--- config.mk ---
export PLATFORM = sky130hd
export DESIGN_NAME = rx_engine
export DESIGN_NICKNAME = d
export VERILOG_FILES = /design/src/rtl/uart_pkg.sv /design/src/rtl/rx_sync.sv /design/src/rtl/rx_engine.sv
export SDC_FILE = /design/constraint.sdc
export NUM_CORES = 1
export LEC_CHECK = 0
export ABC_AREA = 1
export BUFFER_PORTS_ARGS = -buffer_cell sky130_fd_sc_hd__buf_2
export CAP_MARGIN = 15
export CORE_ASPECT_RATIO = 1.4
export CORE_MARGIN = 2
export CORE_UTILIZATION = 46
export DETAILED_ROUTE_END_ITERATION = 10
export PLACE_DENSITY = 0.66
export REMOVE_ABC_BUFFERS = 1
export SYNTH_ARGS = -nofsm -noshare
export SYNTH_HDL_FRONTEND = slang
export SYNTH_HIERARCHICAL = 1
export SYNTH_SLANG_ARGS = --single-unit
export TNS_END_PERCENT = 5
--- constraint.sdc ---
create_clock -name clk -period 2.5 [get_ports clk]
set_input_delay 0.25 -clock clk [delete_from_list [all_inputs] [get_ports clk]]
set_output_delay 0.25 -clock clk [all_outputs]
set_load 0.02 [all_outputs]
--- src/rtl/uart_pkg.sv ---
// Shared UART definitions: receive FSM states, datapath widths, parity sense.
package uart_pkg;

    localparam int BAUD_W  = 19;
    localparam int SHIFT_W = 10;
    localparam int BCNT_W  = 4;

    typedef enum logic [1:0] {
        IDLE  = 2'd0,
        START = 2'd1,
        DATA  = 2'd2,
        DONE  = 2'd3
    } rx_state_t;

    typedef enum logic {
        PAR_EVEN = 1'b0,
        PAR_ODD  = 1'b1
    } par_sense_t;

    // Samples taken after the start bit: data bits, optional parity, one stop.
    function automatic logic [BCNT_W-1:0] frame_bits(input logic eight, input logic pen);
        return 4'd8 + {3'b000, eight} + {3'b000, pen};
    endfunction

endpackage

--- src/rtl/rx_sync.sv ---
// Two-flop synchronizer for an asynchronous input; resets to the idle-high level.
module rx_sync (
    input  logic clk,
    input  logic reset,
    input  logic d,
    output logic q
);

    logic meta;

    // Two back-to-back flops; q is safe to use in the clk domain.
    always_ff @(posedge clk or negedge reset) begin
        if (!reset) begin
            meta <= 1'b1;
            q    <= 1'b1;
        end else begin
            meta <= d;
            q    <= meta;
        end
    end

endmodule

--- src/rtl/rx_engine.sv ---
// UART receive engine: synchronizes RX, deframes start/data/parity/stop,
// and holds the received byte with ready and error status for the reader.
//
//   state | meaning
//   ------+--------------------------------------------------------------
//   IDLE  | counters cleared, waiting for rxs low
//   START | timing to mid start bit; high there is a false start
//   DATA  | one sample every K clocks into the shift register, N samples
//   DONE  | one cycle: remap data, compute flags, update status
module rx_engine
    import uart_pkg::*;
(
    input  logic              clk,
    input  logic              reset,
    input  logic              RX,
    input  logic [BAUD_W-1:0] K,
    input  logic              EIGHT,
    input  logic              PEN,
    input  logic              OHEL,
    input  logic              READ,
    output logic [7:0]        UART_RDATA,
    output logic              RXRDY,
    output logic              PERR,
    output logic              FERR,
    output logic              OVF
);

    logic               rxs;
    rx_state_t          state;
    rx_state_t          state_nx;
    logic [BAUD_W-1:0]  tcnt;
    logic [BCNT_W-1:0]  bcnt;
    logic [SHIFT_W-1:0] sr;

    logic [BAUD_W-1:0]  half_k;
    logic [BAUD_W-1:0]  last_tick;
    logic [BCNT_W-1:0]  nbits;

    logic               tcnt_clr;
    logic               tcnt_inc;
    logic               bcnt_clr;
    logic               take_sample;
    logic               frame_done;

    logic [SHIFT_W-1:0] sr_al;
    logic [BCNT_W-1:0]  pidx;
    logic [7:0]         rx_data;
    logic               pbit;
    logic               stop_bit;
    logic               par_exp;
    logic               perr_nx;
    logic               ferr_nx;

    rx_sync u_rx_sync (
        .clk   (clk),
        .reset (reset),
        .d     (RX),
        .q     (rxs)
    );

    assign half_k    = K >> 1;
    assign last_tick = K - 19'd1;
    assign nbits     = frame_bits(EIGHT, PEN);

    // State register.
    always_ff @(posedge clk or negedge reset) begin
        if (!reset) begin
            state <= IDLE;
        end else begin
            state <= state_nx;
        end
    end

    // Next-state and counter/sampling controls.
    always_comb begin
        state_nx    = state;
        tcnt_clr    = 1'b0;
        tcnt_inc    = 1'b0;
        bcnt_clr    = 1'b0;
        take_sample = 1'b0;
        frame_done  = 1'b0;
        case (state)
            IDLE: begin
                tcnt_clr = 1'b1;
                bcnt_clr = 1'b1;
                if (!rxs) begin
                    state_nx = START;
                end
            end
            START: begin
                if (tcnt == half_k) begin
                    tcnt_clr = 1'b1;
                    state_nx = rxs ? IDLE : DATA;
                end else begin
                    tcnt_inc = 1'b1;
                end
            end
            DATA: begin
                if (tcnt == last_tick) begin
                    tcnt_clr    = 1'b1;
                    take_sample = 1'b1;
                    if (bcnt == nbits - 4'd1) begin
                        state_nx = DONE;
                    end
                end else begin
                    tcnt_inc = 1'b1;
                end
            end
            DONE: begin
                frame_done = 1'b1;
                tcnt_clr   = 1'b1;
                bcnt_clr   = 1'b1;
                state_nx   = IDLE;
            end
            default: begin
                state_nx = IDLE;
            end
        endcase
    end

    // Bit-time counter, sample counter and LSB-first shift register.
    always_ff @(posedge clk or negedge reset) begin
        if (!reset) begin
            tcnt <= '0;
            bcnt <= '0;
            sr   <= '0;
        end else begin
            if (tcnt_clr) begin
                tcnt <= '0;
            end else if (tcnt_inc) begin
                tcnt <= tcnt + 19'd1;
            end
            if (bcnt_clr) begin
                bcnt <= '0;
            end else if (take_sample) begin
                bcnt <= bcnt + 4'd1;
            end
            if (take_sample) begin
                sr <= {rxs, sr[SHIFT_W-1:1]};
            end
        end
    end

    // Short frames leave the first sample above bit 0; shift it down so data
    // starts at bit 0, parity follows the data and the stop sample is on top.
    always_comb begin
        sr_al    = sr >> (4'd10 - nbits);
        rx_data  = EIGHT ? sr_al[7:0] : {1'b0, sr_al[6:0]};
        pidx     = EIGHT ? 4'd8 : 4'd7;
        pbit     = sr_al[pidx];
        stop_bit = sr_al[nbits - 4'd1];
        par_exp  = (^rx_data) ^ (par_sense_t'(OHEL) == PAR_ODD);
        perr_nx  = PEN & (pbit ^ par_exp);
        ferr_nx  = ~stop_bit;
    end

    // Received byte and status; a completing frame wins over a coincident READ.
    always_ff @(posedge clk or negedge reset) begin
        if (!reset) begin
            UART_RDATA <= 8'h00;
            RXRDY      <= 1'b0;
            PERR       <= 1'b0;
            FERR       <= 1'b0;
            OVF        <= 1'b0;
        end else if (frame_done) begin
            UART_RDATA <= rx_data;
            RXRDY      <= 1'b1;
            PERR       <= perr_nx;
            FERR       <= ferr_nx;
            OVF        <= RXRDY;
        end else if (READ) begin
            RXRDY <= 1'b0;
            PERR  <= 1'b0;
            FERR  <= 1'b0;
            OVF   <= 1'b0;
        end
    end

endmodule

==> impl_metrics.ini, run 1 <==
[timing]
period_minus_slack_ns = 2.23
tightest_slew_ns = 0.532
slew-limit-headroom = 0.644
slew_violations = 0
rsz0062_at_grt = no
setup_tns_ns = 0
hold_viol = 0
timing.final.crit_share = 0.893
fin_skew_ns = 0.00328
setup_violations = 0
max_freq_ghz = 0.448

[floorplan]
fp.dieH_um = 118
core-area_um2 = 9030
dieWidth_um = 85.5
floorplan.rows = 41
start_util = 0.474
pin_count = 38
dieArea_um2 = 10100

[worst_setup_path]
r2r_slack_ns = 0.27
cp-startpoint = tcnt[4]$_DFFE_PN0P_
critPathArrivalTime_ns = 2.41
crit_required_ns = 2.67
end_kind = flop
crit_path_start_kind = flop
crit_type = reg2reg
reg2reg_from = tcnt[4]$_DFFE_PN0P_
cp_max_fo = 37

[power]
ir_worst_vdd_v = 0.000504
power_w = 0.00289
power_density_nw_per_um2 = 620
p_leak_nw = 2.33

[final_layout]
mostFrequentLayoutCells = nand2_1, inv_1, nand3_1
layout.nets = 669
areaGrowthSynthToFinish_pct = 9.07
mostFrequentLayoutCell = nand2_1
n_antenna_cell = 0
layout-drive-gt1-share = 0.165
design_area_um2 = 4670

[cts]
clk_latency_ns = 0.29
clock_sinks = 49
cts_buffers = 5
cts_tree = done
ctsLongestPathBuffers = 2
root_buffer = clkbuf_16
path_clk_slew_ns = 0.06
cts_htree_levels = 2

[global_routing]
grt_max_degree = 50
grt_pass1_vias = 3903
gr-total-overflow = 0
groute.usage.overall = 0.218
antenna_found_initial = 0
grt_pass1_wl_mm = 17.9

[logic_synthesis]
syn_inst = 605
syn_avg_cell_area_um2 = 7.07
ys_ff_latch = 49
synth_area_um2 = 4280
ys_seq_area_frac = 0.287
synthTopCellsByArea = dfrtp_1, nand2_1, xor2_1, nand3_1, xnor2_1
ys_warn_count = 6
synth_cell_types = 41
synth_top_area_frac = 0.275
yosysTopAreaCell = dfrtp_1

[flow_run]
max-cap-violations = 0

[route]
drc = 0
viasPerCell = 5.30
routed_wl_mm = 10.5
ant_nets = 0
drt_iter0_markers = 224
first_pass_iters = 4
vias = 3920
wl_per_cell_um = 14.2

[placed_design]
gp_congestion = 0.928
dpl_cell_area_um2 = 4510
port_buffers = 37
post-dp-hpwl_mm = 8.18

[worst_hold_path]
hold_start = RX
min-delay-path-class = in2reg

[outcome]
outcome = completed
==> final timing paths <==
check	to	cells after the start
setup / recovery	tcnt[15]$_DFFE_PN0P_	16
hold / removal	u_rx_sync/meta$_DFF_PN1_	1
setup reg to reg	tcnt[15]$_DFFE_PN0P_	16
hold reg to reg	u_rx_sync/q$_DFF_PN1_	0
max in group asynchronous	u_rx_sync/q$_DFF_PN1_	3
min in group asynchronous	UART_RDATA[3]$_DFFE_PN0P_	3
==> Yosys cell counts (all sizes together) <==
| cell | number |
|---|---|
| nand2 | 185 |
| inv | 68 |
| nand3 | 66 |
| nor2 | 51 |
| dfrtp | 47 |
| o21ai | 32 |
| xor2 | 30 |
| xnor2 | 28 |
| buf | 19 |
| nand4 | 16 |
| ha | 12 |
| nor3 | 10 |
| clkbuf | 7 |
| nand3b | 6 |
| a21oi | 5 |
| or2 | 5 |
| nor4 | 4 |
| o22ai | 3 |
| dfstp | 2 |
| o21bai | 2 |
| a22oi | 1 |
| a31oi | 1 |
| a32o | 1 |
| and2 | 1 |
| clkinv | 1 |
| nor3b | 1 |
| o31ai | 1 |
==> per-stage QoR <==
step	hold WS [ns]	cells	setup WS, ns	util
after floorplan	-0.0456	579	0.282	-
after global placement	0.260	730	0.0163	0.499
after detailed placement	0.263	730	0.00732	0.499
after CTS	0.0537	739	0.263	0.517
after global routing	0.0477	739	0.0398	0.517
final	0.0594	739	0.266	0.517
==> worst max-delay path: stages, from the launching register on <==
cell,delay (ns)
dfrtp_1,0.45
inv_1,0.13
nand2_1,0.09
nand2_1,0.07
nand2_1,0.06
nand2_1,0.06
nand2_1,0.05
nor2_1,0.11
nand2_1,0.08
nor2_2,0.11
nand3_2,0.14
nor2_4,0.14
nand2_4,0.07
nand2_4,0.06
nand2_4,0.25
nand3_1,0.19
nand2_1,0.07
==> kinds of logic after synthesis <==
group | Yosys count | synth area share
adder cells (fa/ha/maj) | 12 | 0.0351
AO/OA/AOI/OAI | 46 | 0.0638
XOR/XNOR | 58 | 0.119
flip-flops | 49 | 0.287
AND/OR/NAND/NOR | 345 | 0.396
buffers and inverters | 95 | 0.0991
==> flip-flops by register name (all words and copies together) (netlist names), named ones only <==
name            flops
state               1
UART_RDATA          8
tcnt               19
bcnt                4
FERR                1
sr                 10
RXRDY               1
u_rx_sync/q         1
PERR                1
u_rx_sync/meta      1
OVF                 1
==> cell type report <==
class / instances / area (um2)
Clock buffer: 8 / 146
Fill cell: 911 / 4360
Tap cell: 107 / 134
Inverter: 69 / 259
Timing Repair Buffer: 45 / 273
Multi-Input combinational cell: 461 / 2630
Sequential cell: 49 / 1230
==> metal layers <==
layer / track usage / part of all wire / up-vias
met5: 0 / 0 / -
met4: 0.0992 / 0.038 / 0
met3: 0.0238 / 0.023 / 30
met2: 0.412 / 0.56 / 78
met1: 0.236 / 0.38 / 1838
li1: - / - / 1974
==> report_power, final <==
| part | internal (W) | switching (W) |
|---|---|---|
| Clock | 0.000400 | 0.000285 |
| Sequential | 0.000890 | 0.0000751 |
| Combinational | 0.000369 | 0.000875 |
| Total | 0.00166 | 0.00123 |
==> timing repair <==
item / 4_1_cts / 5_1_grt
hold endpoints to repair: 47 / 0
buffers inserted: 0 / 0
hold buffers: 1 / 0
resized for setup: 0 / 0
(Power assumes the default switching activity.)
==> run 2: changes to the inputs <==
==> constraint.sdc (replaced) <==
create_clock -name clk -period 2.65 [get_ports clk]
set_input_delay 0.265 -clock clk [delete_from_list [all_inputs] [get_ports clk]]
set_output_delay 0.265 -clock clk [all_outputs]
set_load 0.02 [all_outputs]
==> impl_metrics.ini, run 2 (synthesized netlist as in run 1, its figures left out) <==
[route]
drc = 0
first_pass_iters = 4
ant_nets = 0
drt_iter0_markers = 178
routed_wl_mm = 10.0
viasPerCell = 5.22
wl_per_cell_um = 13.6
vias = 3850

[final_layout]
regArea_um2 = 1230
layout-drive-gt1-share = 0.165
mostFrequentLayoutCell = nand2_1
design_area_um2 = 4660
reg.largest.list = tcnt: 19 flops, sr: 10 flops, UART_RDATA: 8 flops
layout.nets = 667
num-fill-cells = 937
n_antenna_cell = 0
mostFrequentLayoutCells = nand2_1, inv_1, nand3_1
areaGrowthSynthToFinish_pct = 8.83
multi_input_area_um2 = 2630
largest_reg_flops = 19
top_register = tcnt

[floorplan]
dieArea_um2 = 10100
dieWidth_um = 85.5
fp.dieH_um = 118
start_util = 0.474
pin_count = 38
core-area_um2 = 9030
floorplan.rows = 41

[cts]
post_cts_buffers = 0
root_buffer = clkbuf_16
clock_sinks = 49
cts_tree = done
ctsLongestPathBuffers = 2
clk_latency_ns = 0.29
cts_htree_levels = 2
path_clk_slew_ns = 0.07
cts_buffers = 5

[power]
p_int_w = 0.00165
p_switching_w = 0.00118
pwr-share-clk = 0.270
combPwrFrac = 0.409
seqPwrFrac = 0.321
p_sw_frac = 0.417
p_leak_nw = 2.32
ir_worst_vdd_v = 0.000553
power_density_nw_per_um2 = 608
power_w = 0.00283

[global_routing]
antenna_found_initial = 0
grt_pass1_wl_mm = 17.3
grt_max_degree = 38
groute.usage.overall = 0.210
gr-total-overflow = 0
grt_pass1_vias = 3813

[timing]
hold_viol = 0
rsz0062_at_grt = no
max_freq_ghz = 0.441
period_minus_slack_ns = 2.27
timing.final.crit_share = 0.856
fin_skew_ns = 0.00479
slew-limit-headroom = 0.620
tightest_slew_ns = 0.570
setup_violations = 0
slew_violations = 0
setup_tns_ns = 0

[placed_design]
port_buffers = 37
gp_congestion = 0.846
post-dp-hpwl_mm = 7.94
dpl_cell_area_um2 = 4470

[worst_setup_path]
end_kind = flop
crit_required_ns = 2.83
cp_max_fo = 37
crit_path_start_kind = flop
critPathArrivalTime_ns = 2.45
crit_type = reg2reg

[outcome]
outcome = completed

[flow_run]
max-cap-violations = 0

[worst_hold_path]
min-delay-path-class = in2reg
[run 2: area by class of cell]
cell class                      instances  share of cell area
Inverter                               69              0.0556
Timing Repair Buffer                   43              0.0500
Tap cell                              107              0.0288
Clock buffer                            6              0.0298
Sequential cell                        49               0.264
Clock inverter                          2             0.00806
Multi-Input combinational cell        461               0.564
[run 2: timing repair]
action,in CTS,in global routing
endpoints found under the hold margin,23,0
hold buffers,1,0
gates resized for setup,0,0
[run 2: critical path, stage by stage (launching register included)]
cell and delay, ns:
dfrtp_1 0.45, inv_1 0.12, nand2_1 0.07, nand2_1 0.06, nand2_1 0.05, nand2_1 0.06, nand2_1 0.04, nor2_1 0.14
nand2_1 0.08, nor2_2 0.12, nand3_2 0.14, nor2_4 0.14, nand2_4 0.10, nand2_4 0.08, nand2_4 0.25, nand3_1 0.18
nand2_1 0.07
[run 2: worst paths after layout]
| path | startpoint | to | slack (ns) | cells after the start |
|---|---|---|---|---|
| setup reg to reg | tcnt[4]$_DFFE_PN0P_ | tcnt[4]$_DFFE_PN0P_ | 0.38 | 16 |
| setup / recovery | tcnt[4]$_DFFE_PN0P_ | tcnt[4]$_DFFE_PN0P_ | 0.38 | 16 |
| hold reg to reg | u_rx_sync/meta$_DFF_PN1_ | u_rx_sync/q$_DFF_PN1_ | 0.36 | 0 |
| max in group asynchronous | reset | u_rx_sync/meta$_DFF_PN1_ | 1.36 | 3 |
| hold / removal | RX | u_rx_sync/meta$_DFF_PN1_ | 0.07 | 1 |
| min in group asynchronous | reset | UART_RDATA[2]$_DFFE_PN0P_ | 0.49 | 2 |
[run 2: power by group through the flow]
stage	clock network (W)	registers (W)	logic, W
floorplan	0	0.000999	0.000749
global placement	0	0.000922	0.00114
detailed placement	0	0.000924	0.00116
CTS	0.000778	0.000910	0.00117
global route	0.000806	0.000922	0.00129
finish	0.000765	0.000908	0.00116
[run 2: per-layer routing]
| metal | up-vias | global-route usage | part of all wire |
|---|---|---|---|
| li1 | 1967 | - | - |
| met1 | 1808 | 0.231 | 0.40 |
| met2 | 57 | 0.401 | 0.55 |
| met3 | 18 | 0.0252 | 0.024 |
| met4 | 0 | 0.0744 | 0.027 |
| met5 | - | 0 | 0 |
[run 2: stage by stage]
| stage | util | instances | hold WS [ns] | worst slack [ns] |
|---|---|---|---|---|
| floorplan | - | 579 | -0.0306 | 0.417 |
| global placement | 0.495 | 728 | 0.288 | 0.166 |
| detailed placement | 0.495 | 728 | 0.305 | 0.104 |
| CTS | 0.516 | 737 | 0.0658 | 0.358 |
| global route | 0.516 | 737 | 0.0624 | 0.149 |
| finish | 0.516 | 737 | 0.0702 | 0.381 |
